===== config.mk =====
export PLATFORM = sky130hd
export DESIGN_NAME = cam_ctrl
export DESIGN_NICKNAME = d
export VERILOG_FILES = /design/src/rtl/cam_ctrl.sv
export SDC_FILE = /design/constraint.sdc
export NUM_CORES = 1
export LEC_CHECK = 0
export ABC_AREA = 1
export BUFFER_PORTS_ARGS = -buffer_cell sky130_fd_sc_hd__buf_2
export CAP_MARGIN = 30
export CORE_AREA = 2 2 161 163
export CTS_CLUSTER_DIAMETER = 60
export DETAILED_ROUTE_END_ITERATION = 8
export DIE_AREA = 0 0 163 165
export SLEW_MARGIN = 0
export SYNTH_ARGS = -nofsm -noshare
export SYNTH_HDL_FRONTEND = slang
export SYNTH_SLANG_ARGS = --single-unit

===== constraint.sdc =====
create_clock -name clk -period 2.94 [get_ports clk]
set_clock_uncertainty 0.2 [all_clocks]
set_input_delay 0.147 -clock clk [delete_from_list [all_inputs] [get_ports clk]]
set_output_delay 0.147 -clock clk [all_outputs]
set_load 0.005 [all_outputs]

===== src/rtl/cam_ctrl.sv =====
// cam_ctrl: arbitrates store/lookup requests onto an external append-only CAM and returns one response per request.
// Optional build macro CAM_CTRL_DUP_CHECK_EN: every write is preceded by a lookup, and keys already present are not stored again.
module cam_ctrl #(
   parameter int unsigned DATA_WIDTH    = 128,
   parameter int unsigned ADDR_WIDTH    = 5,
   parameter int unsigned SEARCH_CYCLES = 2
) (
   input  logic                  clk,
   input  logic                  rst,
   input  logic                  wr_valid,
   output logic                  wr_ready,
   input  logic [DATA_WIDTH-1:0] wr_key,
   input  logic                  srch_valid,
   output logic                  srch_ready,
   input  logic [DATA_WIDTH-1:0] srch_key,
   input  logic                  flush,
   output logic                  rsp_valid,
   input  logic                  rsp_ready,
   output logic                  rsp_op,
   output logic                  rsp_hit,
   output logic                  rsp_err,
   output logic [ADDR_WIDTH-1:0] rsp_addr,
   output logic                  cam_start,
   output logic                  cam_write_enable,
   output logic [DATA_WIDTH-1:0] cam_din,
   output logic [ADDR_WIDTH-1:0] cam_write_addr,
   input  logic                  cam_match,
   input  logic [ADDR_WIDTH-1:0] cam_match_addr,
   output logic [ADDR_WIDTH:0]   count
);
   localparam int unsigned CW    = ADDR_WIDTH + 1;
   localparam int unsigned DEPTH = 1 << ADDR_WIDTH;
   localparam int unsigned SCW   = 4;

   typedef enum logic [1:0] {IDLE, WRITE, SEARCH, RESP} state_t;

   state_t                state_q, state_d;
   logic [CW-1:0]         count_d;
   logic                  rr_q, rr_d;
   logic                  flush_pend_q, flush_pend_d;
   logic [SCW-1:0]        scnt_q, scnt_d;
   logic                  cam_start_d, cam_write_enable_d;
   logic [DATA_WIDTH-1:0] cam_din_d;
   logic [ADDR_WIDTH-1:0] cam_write_addr_d;
   logic                  rsp_valid_d, rsp_op_d, rsp_hit_d, rsp_err_d;
   logic [ADDR_WIDTH-1:0] rsp_addr_d;
   logic                  full_c, hit_c, wr_grant_c;
`ifdef CAM_CTRL_DUP_CHECK_EN
   logic                  op_wr_q, op_wr_d;
`endif

   assign full_c     = (count == CW'(DEPTH));
   // A CAM match is only trusted inside the valid prefix; entries above count are stale.
   assign hit_c      = cam_match && ({1'b0, cam_match_addr} < count);
   assign wr_grant_c = wr_valid && (!srch_valid || !rr_q);

   always_ff @(posedge clk) begin
      if (rst) begin
         state_q          <= IDLE;
         count            <= '0;
         rr_q             <= 1'b0;
         flush_pend_q     <= 1'b0;
         scnt_q           <= '0;
         cam_start        <= 1'b0;
         cam_write_enable <= 1'b0;
         cam_din          <= '0;
         cam_write_addr   <= '0;
         rsp_valid        <= 1'b0;
         rsp_op           <= 1'b0;
         rsp_hit          <= 1'b0;
         rsp_err          <= 1'b0;
         rsp_addr         <= '0;
`ifdef CAM_CTRL_DUP_CHECK_EN
         op_wr_q          <= 1'b0;
`endif
      end else begin
         state_q          <= state_d;
         count            <= count_d;
         rr_q             <= rr_d;
         flush_pend_q     <= flush_pend_d;
         scnt_q           <= scnt_d;
         cam_start        <= cam_start_d;
         cam_write_enable <= cam_write_enable_d;
         cam_din          <= cam_din_d;
         cam_write_addr   <= cam_write_addr_d;
         rsp_valid        <= rsp_valid_d;
         rsp_op           <= rsp_op_d;
         rsp_hit          <= rsp_hit_d;
         rsp_err          <= rsp_err_d;
         rsp_addr         <= rsp_addr_d;
`ifdef CAM_CTRL_DUP_CHECK_EN
         op_wr_q          <= op_wr_d;
`endif
      end
   end

   always_comb begin
      state_d            = state_q;
      count_d            = count;
      rr_d               = rr_q;
      flush_pend_d       = flush_pend_q;
      scnt_d             = scnt_q;
      cam_start_d        = 1'b0;
      cam_write_enable_d = 1'b0;
      cam_din_d          = cam_din;
      cam_write_addr_d   = cam_write_addr;
      rsp_valid_d        = rsp_valid;
      rsp_op_d           = rsp_op;
      rsp_hit_d          = rsp_hit;
      rsp_err_d          = rsp_err;
      rsp_addr_d         = rsp_addr;
      wr_ready           = 1'b0;
      srch_ready         = 1'b0;
`ifdef CAM_CTRL_DUP_CHECK_EN
      op_wr_d            = op_wr_q;
`endif
      if (flush && state_q != IDLE) flush_pend_d = 1'b1;

      case (state_q)
         IDLE: begin
            if (flush || flush_pend_q) begin
               count_d      = '0;
               flush_pend_d = 1'b0;
            end else if (wr_grant_c) begin
               wr_ready  = 1'b1;
               rr_d      = 1'b1;
               cam_din_d = wr_key;
`ifdef CAM_CTRL_DUP_CHECK_EN
               state_d     = SEARCH;
               cam_start_d = 1'b1;
               scnt_d      = '0;
               op_wr_d     = 1'b1;
`else
               state_d            = WRITE;
               cam_write_enable_d = !full_c;
               cam_write_addr_d   = full_c ? '0 : count[ADDR_WIDTH-1:0];
`endif
            end else if (srch_valid) begin
               srch_ready  = 1'b1;
               rr_d        = 1'b0;
               cam_din_d   = srch_key;
               state_d     = SEARCH;
               cam_start_d = 1'b1;
               scnt_d      = '0;
`ifdef CAM_CTRL_DUP_CHECK_EN
               op_wr_d     = 1'b0;
`endif
            end
         end
         WRITE: begin
            state_d     = RESP;
            rsp_valid_d = 1'b1;
            rsp_op_d    = 1'b1;
            rsp_hit_d   = 1'b0;
            rsp_err_d   = full_c;
            rsp_addr_d  = full_c ? '0 : count[ADDR_WIDTH-1:0];
            if (!full_c) count_d = count + CW'(1);
         end
         SEARCH: begin
            if (scnt_q == SCW'(SEARCH_CYCLES - 1)) begin
`ifdef CAM_CTRL_DUP_CHECK_EN
               // A write whose key is not already present continues into WRITE.
               if (op_wr_q && !hit_c) begin
                  state_d            = WRITE;
                  cam_write_enable_d = !full_c;
                  cam_write_addr_d   = full_c ? '0 : count[ADDR_WIDTH-1:0];
               end else begin
                  state_d     = RESP;
                  rsp_valid_d = 1'b1;
                  rsp_op_d    = op_wr_q;
                  rsp_hit_d   = hit_c;
                  rsp_err_d   = 1'b0;
                  rsp_addr_d  = hit_c ? cam_match_addr : '0;
               end
`else
               state_d     = RESP;
               rsp_valid_d = 1'b1;
               rsp_op_d    = 1'b0;
               rsp_hit_d   = hit_c;
               rsp_err_d   = 1'b0;
               rsp_addr_d  = hit_c ? cam_match_addr : '0;
`endif
            end else begin
               cam_start_d = 1'b1;
               scnt_d      = scnt_q + SCW'(1);
            end
         end
         RESP: begin
            if (rsp_ready) begin
               rsp_valid_d = 1'b0;
               state_d     = IDLE;
            end
         end
         default: state_d = IDLE;
      endcase

      if (rst) begin
         wr_ready   = 1'b0;
         srch_ready = 1'b0;
      end
   end
endmodule


==> run_results.csv <==
group,metric,value,unit
routing,drc,0,
final_layout,design_area,12800,um2
grt,grtUsageMet3,0.0510,
logic_synthesis,yosysSeqAreaShare,0.425,
logic_synthesis,yosys.area.top_type,"dfxtp_1",
floorplanning,dieWidth,163,um
placed_design,globalplace.congestion,0.842,
hold_path,hp-class,"input pin to flip-flop",
floorplanning,start_util,0.298,
final_layout,drive_gt1_frac,0.272,
grt,grt_overflow,0,
clock_network,cts.sinks,158,
setup_path,critPathRequiredTime,3.08,ns
routing,wirelength,30.0,mm
sta,rsz0062_at_grt,"false",
logic_synthesis,synthTopCellsByArea,"dfxtp_1, nor2_1, a21oi_1",
final_layout,area_delta_synth_final,72.5,%
setup_path,crit_type,"input pin to flip-flop",
grt,grt_use_met2,0.365,
setup_path,critPathMaxFanout,65,
clock_network,cts_buffer_depth,2,
logic_synthesis,synth_area_per_cell,6.83,um2
clock_network,clkTransAtPathRegs,0.06,ns
logic_synthesis,ys_seq_elements,158,
floorplanning,die_area,26900,um2
logic_synthesis,syn_inst,1090,
setup_path,worst_ep_arrival_time,2.78,ns
grt,antenna_found_initial,6,
routing,viasPerCell,4.66,
power,powerDensity,620,nW/um2
logic_synthesis,syn_nets,1370,
setup_path,reg2reg_slack,0.30,ns
clock_network,ctsResizeCount,0,
grt,grt_use_met1,0.241,
routing,ant_nets,0,
routing,drt_iter0_markers,623,
sta,finalSetupTns,0,ns
routing,dr.pass1.iters,5,
setup_path,startpoint_type,"input pin",
run,maxCapViolCount,0,
sta,period_needed,2.64,ns
sta,max_freq,378,MHz
sta,slew_headroom,0.502,
routing,vias,9655,
grt,grt_start_max_net_pins,138,
placed_design,place_area,9640,um2
placed_design,dp_hpwl,19.0,mm
grt,grt_pass1_vias,9182,
logic_synthesis,ys.warnings.count,0,
final_layout,final_nets,2005,
floorplanning,die_h,165,um
clock_network,h-tree-depth,4,
logic_synthesis,syn_area,7450,um2
sta,setup_viol,0,
status,status,"completed",
power,p_leak,0.00577,uW
clock_network,post_cts_buffers,0,
clock_network,numCtsBuffers,17,
sta,min_period_over_period,0.899,
placed_design,port_buffers,419,
final_layout,final_cell_mix,"buf_2, nor2_1, dlygate4sd3_1, nand2_1, dfxtp_1",
final_layout,final_common_cell,"buf_2",
logic_synthesis,yosysUniqueCellTypes,29,
floorplanning,ios,420,
floorplanning,core.rowCount,58,
sta,slew_violations,0,
sta,tightestPinTransition,0.748,ns
logic_synthesis,synth_top_area_frac,0.425,
sta,hold_viol_final,0,
grt,top_usage_layer,"met2",
clock_network,cts_root_buffer,"clkbuf_16",
grt,grt_pass1_wl,45.3,mm
grt,grt_usage,0.211,
setup_path,end_kind,"flip-flop",
floorplanning,core_area,25000,um2
power,vdd_drop_max,360,uV
clock_network,clk-insertion-delay-late,0.41,ns
clock_network,cts_tree,"built",
routing,wl_per_cell,14.5,um
clock_network,cts_hold_buf,263,
## routing by layer
metal  routed length [um]  up-vias
li1                     -     4818
met3                 1760       77
met5                    0        -
met4                 1070        0
met1                12300     4437
met2                14800      323
## per-stage QoR
step | utilization | power, uW | instances | hold slack [ns] | setup WS [ns]
after floorplan | - | 4380 | 1090 | 0.114 | 1.29
after global placement | 0.385 | 5140 | 1773 | 0.218 | 0.923
after detailed placement | 0.385 | 5170 | 1773 | 0.229 | 0.930
after CTS | 0.512 | 7980 | 2067 | 0.00142 | 0.337
after global routing | 0.513 | 8520 | 2073 | 0.0394 | 0.133
final | 0.513 | 7970 | 2073 | 0.0227 | 0.296
## cell families after synthesis
family                     share of synthesized area
AOI/OAI and AO/OA                              0.199
buffers and inverters                         0.0815
DFF                                            0.425
and+or+nand+nor                                0.272
adders and majority gates                     0.0202
xor gates and xnor gates                     0.00235
## report_power, final
part / total [uW] / internal, uW / switching, uW
combinational: 3090 / 1480 / 1620
sequential: 2730 / 2510 / 221
clock: 2140 / 1180 / 958
total: 7970 / 5170 / 2790
## flip-flops by register name (all words and copies together), names as in the netlist
register,cells
rr_q,1
cam_write_enable,1
rsp_addr,5
state_q,2
cam_start,1
rsp_hit,1
count,6
cam_write_addr,5
rsp_err,1
rsp_valid,1
cam_din,128
rsp_op,1
flush_pend_q,1
scnt_q,4
## synth_stat cells
cell type    n
a21oi_1    151
a21oi_2      1
buf_2       12
buf_4       40
buf_6        1
clkbuf_1    19
clkbuf_2     2
dfxtp_1    158
ha_1        12
inv_1       38
inv_2        3
nand2_1    180
nand2_2      3
nand3_1     21
nand3_4      1
nand4_1      9
nand4_4      1
nor2_1     283
nor2_2       1
nor2_4       2
nor3_1       4
o21ai_0     43
o21ai_1     99
o21ai_2      1
or2_1        1
or2_2        1
or2_4        1
xnor2_1      1
xor2_1       1
## worst max-delay path, stage by stage
cell	delay [ns]
dlygate4sd3_1	0.53
buf_2	0.13
nand2_1	0.10
nand2_4	0.18
buf_4	0.58
nor2_1	0.10
nor2_1	0.15
o21ai_1	0.09
dlygate4sd3_1	0.57
a21oi_1	0.12
## worst paths after layout
check | startpoint | end | cells past startpoint
worst min register to register | rsp_err | rsp_err | 2
worst min-delay path | rst | count[1] | 3
worst max-delay path | srch_valid | cam_din[71] | 10
worst max register to register | state_q[0] | cam_din[71] | 8
## cell type report
class                   count  area, um2
diodes                      6       15.0
inverters                  41        156
clock inverters            13        131
well taps                 330        413
repair buffers            690       4850
fillers                  2430      12200
clock buffers              18        429
multi-input cells         817       3680
flip-flops and latches    158       3160
No activity file was read; power rests on OpenSTA's default activity.
